### config.mk
export PLATFORM = sky130hd
export DESIGN_NAME = mux_n_reg
export DESIGN_NICKNAME = d
export VERILOG_FILES = /design/src/rtl/mux_n_reg.sv
export SDC_FILE = /design/constraint.sdc
export NUM_CORES = 1
export LEC_CHECK = 0
export ABC_AREA = 1
export BUFFER_PORTS_ARGS = -buffer_cell sky130_fd_sc_hd__buf_2
export CAP_MARGIN = 10
export CORE_MARGIN = 2
export CORE_UTILIZATION = 46
export CTS_BUF_LIST = sky130_fd_sc_hd__clkbuf_16
export CTS_CLUSTER_SIZE = 40
export DETAILED_ROUTE_END_ITERATION = 8
export GPL_TIMING_DRIVEN = 0
export MAX_ROUTING_LAYER = met4
export PLACE_DENSITY = 0.83
export SLEW_MARGIN = 0
export SYNTH_ARGS = -nofsm -noshare
export SYNTH_HDL_FRONTEND = slang
export SYNTH_SLANG_ARGS = --single-unit
### constraint.sdc
create_clock -name clk -period 3.7 [get_ports clk]
set_clock_uncertainty 0.15 [all_clocks]
set_input_delay 0.185 -clock clk [delete_from_list [all_inputs] [get_ports clk]]
set_output_delay 0.185 -clock clk [all_outputs]
set_load 0.02 [all_outputs]
### src/rtl/mux_n_reg.sv
// N-channel W-bit multiplexer with direct or round-robin selection, feeding a
// one-entry registered output stage. Define MUX_N_REG_CNT_EN to build xfer_cnt.
module mux_n_reg #(
  parameter int W  = 16,
  parameter int N  = 8,
  parameter int SW = 3
) (
  input  logic           clk,
  input  logic           rst,
  input  logic [N*W-1:0] in_data,
  input  logic [N-1:0]   in_valid,
  output logic [N-1:0]   in_ready,
  input  logic [SW-1:0]  s,
  input  logic           mode,
  output logic [W-1:0]   out_data,
  output logic [SW-1:0]  out_ch,
  output logic           out_valid,
  input  logic           out_ready,
  output logic [15:0]    xfer_cnt
);

  logic [SW-1:0] ptr;
  logic [SW-1:0] g;
  logic          has_grant;
  logic          ld;
  logic          xfer;
  logic [W-1:0]  sel_data;

  // The output register can take a word when empty or when drained this cycle.
  assign ld = !out_valid || out_ready;

  // NOTE: every variable written in always_comb gets a default first so no
  // path through the block leaves it unassigned, which would infer a latch.
  always_comb begin
    has_grant = 1'b0;
    g         = '0;
    if (!mode) begin
      if (in_valid[s]) begin
        has_grant = 1'b1;
        g         = s;
      end
    end else begin
      // Scan ptr, ptr+1, ... ; SW-bit addition wraps modulo N.
      for (int i = 0; i < N; i++) begin
        if (!has_grant && in_valid[ptr + SW'(i)]) begin
          has_grant = 1'b1;
          g         = ptr + SW'(i);
        end
      end
    end
  end

  // Nothing is accepted while reset is asserted.
  assign xfer = has_grant && ld && !rst;

  always_comb begin
    in_ready = '0;
    if (xfer) in_ready[g] = 1'b1;
  end

  assign sel_data = in_data[g*W +: W];

  // NOTE: sequential state uses non-blocking assignments so every register
  // samples pre-edge values regardless of statement order.
  always_ff @(posedge clk) begin
    if (rst) begin
      out_valid <= 1'b0;
      out_data  <= '0;
      out_ch    <= '0;
      ptr       <= '0;
    end else if (xfer) begin
      out_data  <= sel_data;
      out_ch    <= g;
      out_valid <= 1'b1;
      if (mode) ptr <= g + SW'(1);
    end else if (out_ready) begin
      out_valid <= 1'b0;
    end
  end

`ifdef MUX_N_REG_CNT_EN
  logic [15:0] cnt_q;

  always_ff @(posedge clk) begin
    if (rst) begin
      cnt_q <= '0;
    end else if (out_valid && out_ready && cnt_q != 16'hFFFF) begin
      cnt_q <= cnt_q + 16'd1;
    end
  end

  assign xfer_cnt = cnt_q;
`else
  assign xfer_cnt = 16'h0000;
`endif

endmodule

==> impl_metrics.toml <==
[route]
dr.pass1.iters = 5
highest-signal-layer = "met4"
ant_nets = 0
via_count = 4754
met2WireLength_mm = 6.01
drt_wl_total_mm = 12.2
m1WireLength_mm = 5.22
drt_iter0_drc = 249
via_per_inst = 4.97
route.met3.wl_um = 819
wire_per_inst_um = 12.7
drc = 0

[finish]
fill_cells = 740
finalNonFillerCells = 956
fin_area_mm2 = 0.00463
syn_to_final_growth_pct = 37.3
drive_gt1_share_pct = 31.0
fin_nets = 1003
finalCoreUtilization_pct = 64.5
diodes = 0

[placement]
port_buffers = 170
placed_area_mm2 = 0.00440
gp_congestion = 0.910
hpwl_mm = 9.91
dpl.cell_count = 943

[worst_setup_path]
worstSetupStartpointType = "flip-flop"
cp.arrival_ns = 3.20
required_ns = 3.37
path_max_fanout = 10
criticalPathCategory = "reg2out"
worstSetupEndpointType = "primary output"

[power_and_ir_drop]
peakVddDrop_mv = 0.230
leakagePower_nw = 2.93
p_per_area_mw_per_mm2 = 345

[timing]
max_freq_mhz = 283
final_max_slew_viol_count = 0
setup_violations = 0
final_hold_viol_count = 0
period_share_pct = 95.6
fin_crit_ns = 3.54
worst_pin_slew_ns = 0.540
slew_headroom_pct = 64.0
hold_ws_ns = 0.0926

[clock_network]
cts_sinks = 23
clk_latency_ns = 0.26
cts_buffer_depth = 2
root_buffer = "clkbuf_16"
cts_tree = "yes"
clk_pin_slew_ns = 0.07
htreeDepth = 1
cts_made_buffers = 3

[grt]
track_usage_pct = 29.9
grt_pass1_vias = 4146
grt_antenna_before_repair = 0
grt_pass1_wl_mm = 18.5
grt_max_degree = 14
grt-ovfl-total = 0

[floorplanning]
ios = 187
core_area_mm2 = 0.00718
dieArea_mm2 = 0.00803
die_x_um = 89.6
die_y_um = 89.6
initial_core_util_pct = 47.0
rows = 31

[yosys]
synth_cell_type_count = 35
synth_commonest_cells = "350 x nand2_1, 105 x nand3_1, 35 x inv_1"
ys_top_cells_by_area = "nand2_1 39%, nand3_1 16%, dfxtp_1 14%"
syn_area_per_cell_um2 = 5.11
syn_inst = 659
syn_area_mm2 = 0.00337
synth_top_area_share_pct = 39.0
synthFlopType = "dfxtp_1"
synth_largest_area_cell = "nand2_1"
synth-edff-count = 0
ys_async_sr_fraction_pct = 0
yosysSeqAreaShare_pct = 13.7
yosysMostFrequentCell = "nand2_1"
yosysWarnings = 0
ys_ff_latch = 23

[status]
status = "complete, no violations"

[worst_hold_path]
hp-class = "in2reg"

[flow_run]
drv_cap = 0
## where the power goes
part / total, mW / internal [mW] / leakage [nW] / switching (mW)
registers: 0.297 / 0.278 / 0.189 / 0.0191
clock network: 0.240 / 0.146 / 0.0409 / 0.0946
logic: 1.06 / 0.386 / 2.70 / 0.672
total: 1.60 / 0.809 / 2.93 / 0.786
## per-layer routing
layer | vias up | track usage [%]
met3 | 12 | 3.11
met1 | 2124 | 39.3
li1 | 2424 | -
met4 | 0 | 3.93
met5 | - | -
met2 | 194 | 51.1
## cells in the final DEF (no fill, tap or decap), types with 2 or more instances in the layout
| cell | n |
|---|---|
| o21ai_1 | 4 |
| conb_1 | 16 |
| buf_6 | 7 |
| clkbuf_16 | 3 |
| nand2_4 | 3 |
| nor2_4 | 4 |
| buf_4 | 38 |
| dfxtp_1 | 22 |
| inv_1 | 35 |
| nand3_1 | 103 |
| nand4_1 | 6 |
| o211ai_1 | 3 |
| a21oi_1 | 5 |
| buf_2 | 176 |
| buf_1 | 2 |
| nand2_1 | 348 |
| clkbuf_1 | 7 |
| inv_4 | 2 |
| inv_2 | 11 |
| o21ai_0 | 10 |
| nor2_1 | 23 |
| nand2_2 | 6 |
| nand3_2 | 5 |
## timing repair
action,in CTS,in global routing
setup buffers,2,7
hold buffers,1,0
gates resized for setup,4,18
pin swaps,2,6
endpoints found under the setup margin,8,8
hold endpoints to repair,1,0
## final timing paths
check,start,end,slack (ns),cells past startpoint
setup / recovery,ptr[1]$_SDFFE_PP0P_,in_ready[5],0.16,19
hold / removal,out_ready,out_valid$_SDFFE_PP0P_,0.09,4
setup reg to reg,ptr[1]$_SDFFE_PP0P_,ptr[2]$_SDFFE_PP0P_,0.47,17
hold reg to reg,out_ch[1]$_SDFFE_PP0P_,out_ch[1]$_SDFFE_PP0P_,0.35,2
## kinds of logic after synthesis
kind of cell / Yosys count / share of synthesized area [%]
AOI/OAI and AO/OA: 28 / 5.05
DFF: 23 / 13.7
xor gates and xnor gates: 3 / 1.78
and+or+nand+nor: 501 / 62.9
buffers and inverters: 101 / 15.8
adders and majority gates: 2 / 0.743
other: 1 / 0.111
## per-stage QoR
step	setup slack [ns]	setup TNS [ns]	total power, mW
6_report	0.164	0	1.60
5_1_grt	-0.0649	-0.166	1.72
4_1_cts	0.0154	0	1.55
3_5_place_dp	0.0805	0	1.30
3_3_place_gp	0.143	0	1.29
2_1_floorplan	0.543	0	1.01
## sequential cells by signal (all words and copies together), names as in the netlist
| name | cells |
|---|---|
| ptr | 3 |
| out_data | 16 |
| out_ch | 3 |
| out_valid | 1 |
## worst max-delay path: stages (launching register included)
cell     delay, ns
dfxtp_2       0.37
buf_6         0.15
inv_2         0.07
ha_4          0.26
inv_4         0.09
nand3_2       0.10
nand3_1       0.11
o21ai_2       0.10
nor2_4        0.16
nand4_4       0.12
nor2_4        0.16
buf_4         0.12
nand3_1       0.06
nand4_1       0.18
o21ai_4       0.10
nor2_4        0.18
buf_4         0.22
inv_1         0.09
nor2_1        0.13
buf_4         0.16
## cell type report
class	instances	area [um^2]	share of cell area [%]
multi-input cells	550	2480	53.7
repair buffers	180	938	20.3
flip-flops and latches	23	462	9.98
plain buffers	51	350	7.57
inverters	49	189	4.08
well taps	99	124	2.68
clock buffers	3	75.1	1.62
clock inverters	1	5.00	0.108
Power figures use the tool's default switching activity.
